## config.mk

```make
export PLATFORM = sky130hd
export DESIGN_NAME = stepper_ctrl_flat
export DESIGN_NICKNAME = d
export VERILOG_FILES = /design/src/rtl/stepper_ctrl_if.sv /design/src/rtl/stepper_ctrl.sv /design/src/flat_wrapper.sv
export SDC_FILE = /design/constraint.sdc
export NUM_CORES = 1
export LEC_CHECK = 0
export ABC_AREA = 1
export CAP_MARGIN = 20
export CELL_PAD_IN_SITES_DETAIL_PLACEMENT = 1
export CELL_PAD_IN_SITES_GLOBAL_PLACEMENT = 1
export CORE_ASPECT_RATIO = 0.9
export CORE_MARGIN = 3
export CORE_UTILIZATION = 35
export CTS_CLUSTER_DIAMETER = 50
export CTS_CLUSTER_SIZE = 40
export DETAILED_ROUTE_END_ITERATION = 8
export PLACE_DENSITY_LB_ADDON = 0.08
export REMOVE_ABC_BUFFERS = 1
export SKIP_CTS_REPAIR_TIMING = 1
export SYNTH_ARGS = -nofsm -noshare
export SYNTH_HDL_FRONTEND = slang
export SYNTH_SLANG_ARGS = --single-unit
```

## constraint.sdc

```tcl
create_clock -name clock -period 2.2 [get_ports clock]
set_clock_uncertainty 0.05 [all_clocks]
set_input_delay 0.44 -clock clock [delete_from_list [all_inputs] [get_ports clock]]
set_output_delay 0.44 -clock clock [all_outputs]
set_load 0.02 [all_outputs]
```

## src/rtl/stepper_ctrl_if.sv

```systemverilog
// Request/limit inputs and coil/status outputs of the jaw stepper controller.
interface stepper_ctrl_if #(
  parameter int unsigned CNT_W = 16
);
  logic             open_req;
  logic             close_req;
  logic             half_step;
  logic             limit_open;
  logic             limit_close;
  logic [3:0]       pin;
  logic             jaw_is_open;
  logic             jaw_is_closed;
  logic             busy;
  logic             done;
  logic             fault;
  logic [CNT_W-1:0] step_count;
  logic [2:0]       state;

  modport master (
    output open_req, close_req, half_step, limit_open, limit_close,
    input  pin, jaw_is_open, jaw_is_closed, busy, done, fault, step_count, state
  );

  modport slave (
    input  open_req, close_req, half_step, limit_open, limit_close,
    output pin, jaw_is_open, jaw_is_closed, busy, done, fault, step_count, state
  );
endinterface

```

## src/rtl/stepper_ctrl.sv

```systemverilog
// Jaw stepper controller: prescaled step timing, half/full-step phase sequencing,
// limit-switch handling with a step-count watchdog and a sticky fault state.
module stepper_ctrl #(
  parameter int unsigned CLK_DIV     = 100000,
  parameter int unsigned CLOSE_DIV   = 1,
  parameter int unsigned OPEN_DIV    = 3,
  parameter int unsigned MAX_STEPS   = 400,
  parameter int unsigned HOLD_TORQUE = 1,
  parameter int unsigned CNT_W       = 16
) (
  input logic          clock,
  input logic          resetn,
  stepper_ctrl_if.slave bus
);

  localparam int unsigned PW      = $clog2(CLK_DIV);
  localparam int unsigned DIV_MAX = (CLOSE_DIV > OPEN_DIV) ? CLOSE_DIV : OPEN_DIV;
  localparam int unsigned DW      = $clog2(DIV_MAX + 1);

  typedef enum logic [2:0] {
    S_IDLE    = 3'd0,
    S_CLOSING = 3'd1,
    S_CLOSED  = 3'd2,
    S_OPENING = 3'd3,
    S_FAULT   = 3'd4
  } state_t;

  state_t           state_q, state_d;
  logic [PW-1:0]    presc_q;
  logic [DW-1:0]    div_q, div_d;
  logic [2:0]       phase_q, phase_d;
  logic             half_q;
  logic [CNT_W-1:0] count_q, count_d;
  logic [3:0]       pin_q, pin_d;
  logic             done_q, done_d;
  logic             open_q, closed_q, busy_q, fault_q;

  logic             tick, in_motion, strobe, both_lim, at_max, take_step, entry;
  logic [DW-1:0]    div_lim;
  logic [2:0]       amt;

  function automatic logic [3:0] coil(input logic [2:0] p);
    case (p)
      3'd0:    coil = 4'b1000;
      3'd1:    coil = 4'b1100;
      3'd2:    coil = 4'b0100;
      3'd3:    coil = 4'b0110;
      3'd4:    coil = 4'b0010;
      3'd5:    coil = 4'b0011;
      3'd6:    coil = 4'b0001;
      default: coil = 4'b1001;
    endcase
  endfunction

  assign tick      = (presc_q == '0);
  assign in_motion = (state_q == S_CLOSING) || (state_q == S_OPENING);
  assign div_lim   = (state_q == S_CLOSING) ? DW'(CLOSE_DIV - 1) : DW'(OPEN_DIV - 1);
  assign strobe    = in_motion && tick && (div_q == div_lim);
  assign both_lim  = bus.limit_open && bus.limit_close;
  assign at_max    = (count_q == CNT_W'(MAX_STEPS));
  assign amt       = half_q ? 3'd1 : 3'd2;

  // Next-state and datapath; limit switches and the watchdog outrank a pending step.
  always_comb begin
    state_d   = state_q;
    done_d    = 1'b0;
    take_step = 1'b0;
    case (state_q)
      S_IDLE: begin
        if (both_lim)                                state_d = S_FAULT;
        else if (bus.open_req)                       state_d = S_IDLE;
        else if (bus.close_req && bus.limit_close) begin
          state_d = S_CLOSED;
          done_d  = 1'b1;
        end
        else if (bus.close_req)                      state_d = S_CLOSING;
      end
      S_CLOSING: begin
        if (both_lim)               state_d = S_FAULT;
        else if (bus.open_req)      state_d = S_OPENING;
        else if (bus.limit_close) begin
          state_d = S_CLOSED;
          done_d  = 1'b1;
        end
        else if (at_max)            state_d = S_FAULT;
        else                        take_step = strobe;
      end
      S_CLOSED: begin
        if (bus.open_req && bus.limit_open) begin
          state_d = S_IDLE;
          done_d  = 1'b1;
        end
        else if (bus.open_req)      state_d = S_OPENING;
      end
      S_OPENING: begin
        if (both_lim)               state_d = S_FAULT;
        else if (bus.limit_open) begin
          state_d = S_IDLE;
          done_d  = 1'b1;
        end
        else if (at_max)            state_d = S_FAULT;
        else                        take_step = strobe;
      end
      default:                      state_d = S_FAULT;
    endcase

    entry = (state_d != state_q) &&
            ((state_d == S_CLOSING) || (state_d == S_OPENING));

    phase_d = phase_q;
    if (take_step) begin
      // Full-step from an even index snaps onto the two-coil phases first.
      if (!half_q && !phase_q[0])      phase_d = phase_q + 3'd1;
      else if (state_q == S_CLOSING)   phase_d = phase_q + amt;
      else                             phase_d = phase_q - amt;
    end

    div_d = div_q;
    if (entry)                 div_d = '0;
    else if (in_motion && tick) div_d = (div_q == div_lim) ? '0 : div_q + DW'(1);

    count_d = count_q;
    if (entry)                                          count_d = '0;
    else if (take_step && (count_q < CNT_W'(MAX_STEPS))) count_d = count_q + CNT_W'(1);

    case (state_d)
      S_CLOSING, S_OPENING: pin_d = coil(phase_d);
      S_CLOSED:             pin_d = (HOLD_TORQUE != 0) ? coil(phase_d) : 4'b0000;
      default:              pin_d = 4'b0000;
    endcase
  end

  always_ff @(posedge clock or negedge resetn) begin
    if (!resetn) begin
      state_q  <= S_IDLE;
      presc_q  <= PW'(CLK_DIV - 1);
      div_q    <= '0;
      phase_q  <= 3'd1;
      half_q   <= 1'b0;
      count_q  <= '0;
      pin_q    <= 4'b0000;
      done_q   <= 1'b0;
      open_q   <= 1'b1;
      closed_q <= 1'b0;
      busy_q   <= 1'b0;
      fault_q  <= 1'b0;
    end else begin
      state_q  <= state_d;
      presc_q  <= tick ? PW'(CLK_DIV - 1) : presc_q - PW'(1);
      div_q    <= div_d;
      phase_q  <= phase_d;
      if ((state_q == S_IDLE) || (state_q == S_CLOSED)) half_q <= bus.half_step;
      count_q  <= count_d;
      pin_q    <= pin_d;
      done_q   <= done_d;
      open_q   <= (state_d == S_IDLE);
      closed_q <= (state_d == S_CLOSED);
      busy_q   <= (state_d == S_CLOSING) || (state_d == S_OPENING);
      fault_q  <= (state_d == S_FAULT);
    end
  end

  assign bus.pin           = pin_q;
  assign bus.jaw_is_open   = open_q;
  assign bus.jaw_is_closed = closed_q;
  assign bus.busy          = busy_q;
  assign bus.done          = done_q;
  assign bus.fault         = fault_q;
  assign bus.step_count    = count_q;
  assign bus.state         = state_q;

endmodule
```

## src/flat_wrapper.sv

```systemverilog
// flat-port wrapper written by rule: the top's interface ports become plain ports
module stepper_ctrl_flat 
#(
  parameter int unsigned CLK_DIV     = 100000,
  parameter int unsigned CLOSE_DIV   = 1,
  parameter int unsigned OPEN_DIV    = 3,
  parameter int unsigned MAX_STEPS   = 400,
  parameter int unsigned HOLD_TORQUE = 1,
  parameter int unsigned CNT_W       = 16
)
  (clock, resetn, bus_open_req, bus_close_req, bus_half_step, bus_limit_open, bus_limit_close, bus_pin, bus_jaw_is_open, bus_jaw_is_closed, bus_busy, bus_done, bus_fault, bus_step_count, bus_state);
  stepper_ctrl_if #(.CNT_W(CNT_W)) bus_i ();
  input logic clock;
  input logic resetn;
  input wire logic [$bits(bus_i.open_req)-1:0] bus_open_req;
  input wire logic [$bits(bus_i.close_req)-1:0] bus_close_req;
  input wire logic [$bits(bus_i.half_step)-1:0] bus_half_step;
  input wire logic [$bits(bus_i.limit_open)-1:0] bus_limit_open;
  input wire logic [$bits(bus_i.limit_close)-1:0] bus_limit_close;
  output wire logic [$bits(bus_i.pin)-1:0] bus_pin;
  output wire logic [$bits(bus_i.jaw_is_open)-1:0] bus_jaw_is_open;
  output wire logic [$bits(bus_i.jaw_is_closed)-1:0] bus_jaw_is_closed;
  output wire logic [$bits(bus_i.busy)-1:0] bus_busy;
  output wire logic [$bits(bus_i.done)-1:0] bus_done;
  output wire logic [$bits(bus_i.fault)-1:0] bus_fault;
  output wire logic [$bits(bus_i.step_count)-1:0] bus_step_count;
  output wire logic [$bits(bus_i.state)-1:0] bus_state;
  assign bus_i.open_req = bus_open_req;
  assign bus_i.close_req = bus_close_req;
  assign bus_i.half_step = bus_half_step;
  assign bus_i.limit_open = bus_limit_open;
  assign bus_i.limit_close = bus_limit_close;
  assign bus_pin = bus_i.pin;
  assign bus_jaw_is_open = bus_i.jaw_is_open;
  assign bus_jaw_is_closed = bus_i.jaw_is_closed;
  assign bus_busy = bus_i.busy;
  assign bus_done = bus_i.done;
  assign bus_fault = bus_i.fault;
  assign bus_step_count = bus_i.step_count;
  assign bus_state = bus_i.state;
  stepper_ctrl #(.CLK_DIV(CLK_DIV), .CLOSE_DIV(CLOSE_DIV), .OPEN_DIV(OPEN_DIV), .MAX_STEPS(MAX_STEPS), .HOLD_TORQUE(HOLD_TORQUE), .CNT_W(CNT_W)) u_core (.clock(clock), .resetn(resetn), .bus(bus_i));
endmodule
```

==> flow_summary.toml <==
[die]
num_io_pins = 35
rows = 30
die_width_um = 101
initial_core_util_pct = 36.7
die_area_um2 = 9180
core_um2 = 7690
chipHeight_um = 91.2

[clocking]
cts_max_level = 2
cts_root_buffer = "sky130_fd_sc_hd__clkbuf_8"
clk_transition_reported_paths_ns = 0.09
cts.path.max_buffers = 2
cts-buffers-inserted = 5
cts_tree = "done"
clock_sinks = 51
clk_latency_ns = 0.30

[logic_synthesis]
yosys_warning_count = 0
synth_area_in_simple_gates_pct = 33.7
synth.lib_cells_used.distinct = 34
yosys.area_share.adder_pct = 2.48
netlist_area_before_placement_um2 = 2820
yosysSeqAreaShare_pct = 45.8
synth_async_sr_flop_share_pct = 100
yosys-mux-area-fraction_pct = 0
synth_top_flop_cell = "sky130_fd_sc_hd__dfrtp_1"
post_synth_xor_area_fraction_pct = 1.24
synthesis.area_per_instance_um2 = 7.88
synth-seq-cells = 51
synth_top_area_cell = "sky130_fd_sc_hd__dfrtp_1"
yosysTopAreaCellShare_pct = 34.6
main_combinational_cell_family_by_area_after_synthesis = "simple AND/OR/NAND/NOR gates"
syn_inst = 358
synth-edff-count = 0
ys_top_cells_by_area = "sky130_fd_sc_hd__dfrtp_1 35%, sky130_fd_sc_hd__dfstp_2 11%, sky130_fd_sc_hd__nand2_1 9.7%, sky130_fd_sc_hd__nor2_1 7.8%, sky130_fd_sc_hd__inv_1 7.1%"
synth_compound_area_share_pct = 8.38

[run_status]
run_status = "finished, final reports clean"

[drt]
detail_route.iter0.violations = 77
final_antenna_net_count = 0
detailroute.via_count = 2518
detail_route.drc_violations = 0
firstDrtPassIters = 4
drt-vias-per-instance = 4.78
detail_route.wl_per_cell_um = 13.5
postRouteWirelength_um = 7120

[power]
ir_drop_mv = 0.247
combPwrFrac_pct = 9.0
leakage_component_of_the_power_nw = 1.78
power.switching_fraction_pct = 22.4
power_density_nw_per_um2 = 519
total_switching_power_mw = 0.430
clock_power_share_pct = 39.9
power.share.sequential_pct = 51.1
p_int_mw = 1.48

[timing]
final-setup-viol-count = 0
finalCritPeriodShare_pct = 94.1
worst_slew_pin_slew_ns = 0.481
slew_violations = 0
finalHoldViolations = 0
max_freq_mhz = 483
period_needed_ns = 2.07
setup_tns_ns = 0
max_slew_margin_pct = 68.0

[global_routing]
globalRouteTotalUtil_pct = 16.5
initial_antenna_violation_count = 0
grt_overflow = 0
grt_pass1_vias = 2689
grt_first_pass_wirelength_um = 12400
pin_count_of_the_biggest_net_entering_global_routing = 21

[worst_setup_path]
regToRegSetupSlack_ns = 0.13
setup.worst_path.start_class = "register"
rr_startpoint = "u_core.phase_q[0]"
critical_path_required_ns = 2.38
worstPathMaxFanout = 3
timing.critical_path.to_type = "register"
cp-endpoint = "u_core.bus.pin[3]"
startpoint = "u_core.phase_q[0]"
reg2reg_to = "u_core.bus.pin[3]"
path_class = "reg2reg"
worstPathArrival_ns = 2.25
r2r_cells = 10

[finish]
leading_cell_type_in_the_layout_fill_and_taps_excluded = "sky130_fd_sc_hd__nand2_1"
mostFrequentLayoutCells = "73 x sky130_fd_sc_hd__nand2_1, 57 x sky130_fd_sc_hd__nor2_1, 52 x sky130_fd_sc_hd__inv_1"
finalNonFillerCells = 527
diodes = 0
post_route_cells_drive_above_1_share_pct = 20.6
finish.net_count = 442
final_design_area_no_fill_um2 = 3680
fin_util_pct = 47.9
area_delta_synth_final_pct = 30.6

[placed_design]
post_dp_cell_area_um2 = 3440
place.port_buffers = 34
dp_hpwl_um = 5350
gp_congestion = 0.992
inst_count_dp = 508

[flow_run]
drv_cap = 0

[worst_hold_path]
timing.hold.worst.class = "in2async"
[cell usage after synthesis (4+ instances only)]
master / count
sky130_fd_sc_hd__nor2_4: 6
sky130_fd_sc_hd__dfstp_2: 12
sky130_fd_sc_hd__nand4_1: 8
sky130_fd_sc_hd__nor2_1: 59
sky130_fd_sc_hd__ha_1: 4
sky130_fd_sc_hd__dfrtp_1: 39
sky130_fd_sc_hd__inv_1: 53
sky130_fd_sc_hd__a21oi_1: 12
sky130_fd_sc_hd__nand2_2: 10
sky130_fd_sc_hd__nand2_1: 73
sky130_fd_sc_hd__o211ai_1: 4
sky130_fd_sc_hd__nor3_1: 7
sky130_fd_sc_hd__nand3_1: 22
sky130_fd_sc_hd__o21ai_0: 16
[power groups by stage]
| stage | clock network [mW] | registers, mW | logic (mW) |
|---|---|---|---|
| finish | 0.764 | 0.978 | 0.172 |
| global route | 0.825 | 0.983 | 0.192 |
| CTS | 0.793 | 0.979 | 0.174 |
| detailed placement | 0 | 0.996 | 0.173 |
| global placement | 0 | 0.995 | 0.171 |
| floorplan | 0 | 1.01 | 0.0541 |
[flip-flops by register name (all words and copies together), names as in the netlist]
name / count
u_core.bus.busy: 1
u_core.bus.state: 3
u_core.bus.fault: 1
u_core.half_q: 1
u_core.bus.jaw_is_closed: 1
u_core.div_q: 2
u_core.presc_q: 17
u_core.bus.jaw_is_open: 1
u_core.phase_q: 3
u_core.bus.pin: 4
u_core.bus.done: 1
u_core.bus.step_count: 16
[area by class of cell]
cell class / instances / area, um^2
repair buffers: 68 / 616
clock buffers: 6 / 72.6
inverters: 56 / 210
well taps: 96 / 120
multi-input cells: 248 / 1320
flip-flops and latches: 51 / 1290
clock inverters: 2 / 60.1
fillers: 935 / 4010
[how the worst min path moves through the flow]
stage / end / depth (start not counted) / slack [ns] / startpoint
floorplan: u_core.bus.busy / 0 / 0.09 / resetn
global placement: u_core.presc_q[6] / 1 / 0.38 / resetn
detailed placement: u_core.presc_q[5] / 1 / 0.39 / resetn
CTS: u_core.presc_q[8] / 1 / 0.05 / resetn
global route: u_core.presc_q[5] / 1 / 0.07 / resetn
finish: u_core.presc_q[5] / 1 / 0.03 / resetn
[metrics by stage]
| step | hold WS (ns) | setup slack [ns] | total power [mW] |
|---|---|---|---|
| final | 0.0331 | 0.130 | 1.91 |
| after CTS | 0.0471 | -0.0293 | 1.95 |
| after floorplan | 0.0944 | 0.147 | 1.07 |
| after global placement | 0.380 | -0.123 | 1.17 |
| after detailed placement | 0.389 | -0.151 | 1.17 |
| after global routing | 0.0720 | -0.00564 | 2.00 |
[routing by layer]
| metal | part of all wire [%] | up-vias | GRT usage, % |
|---|---|---|---|
| li1 | - | 1275 | - |
| met1 | 49 | 1216 | 22.2 |
| met2 | 48 | 23 | 27.6 |
| met3 | 1.8 | 4 | 3.07 |
| met4 | 0.55 | 0 | 3.14 |
| met5 | 0 | - | 0 |
[logic make-up (layout without fill, tap and decap cells)]
| logic type | after synthesis | after routing |
|---|---|---|
| compound gates | 40 | 40 |
| xor+xnor | 4 | 4 |
| fa+ha+maj | 5 | 5 |
| buf+inv | 59 | 132 |
| flops | 51 | 51 |
| simple gates | 199 | 199 |
[critical path: stages (launching register included)]
cell                       delay, ns
sky130_fd_sc_hd__dfstp_2        0.56
sky130_fd_sc_hd__or2_2          0.13
sky130_fd_sc_hd__o21ai_1        0.09
sky130_fd_sc_hd__fa_2           0.36
sky130_fd_sc_hd__nand3b_1       0.16
sky130_fd_sc_hd__nand2_1        0.08
sky130_fd_sc_hd__inv_1          0.05
sky130_fd_sc_hd__nand4_1        0.17
sky130_fd_sc_hd__buf_4          0.15
sky130_fd_sc_hd__nand3_1        0.07
sky130_fd_sc_hd__a21oi_1        0.14
Note: power is estimated with default switching activity, not from simulation.
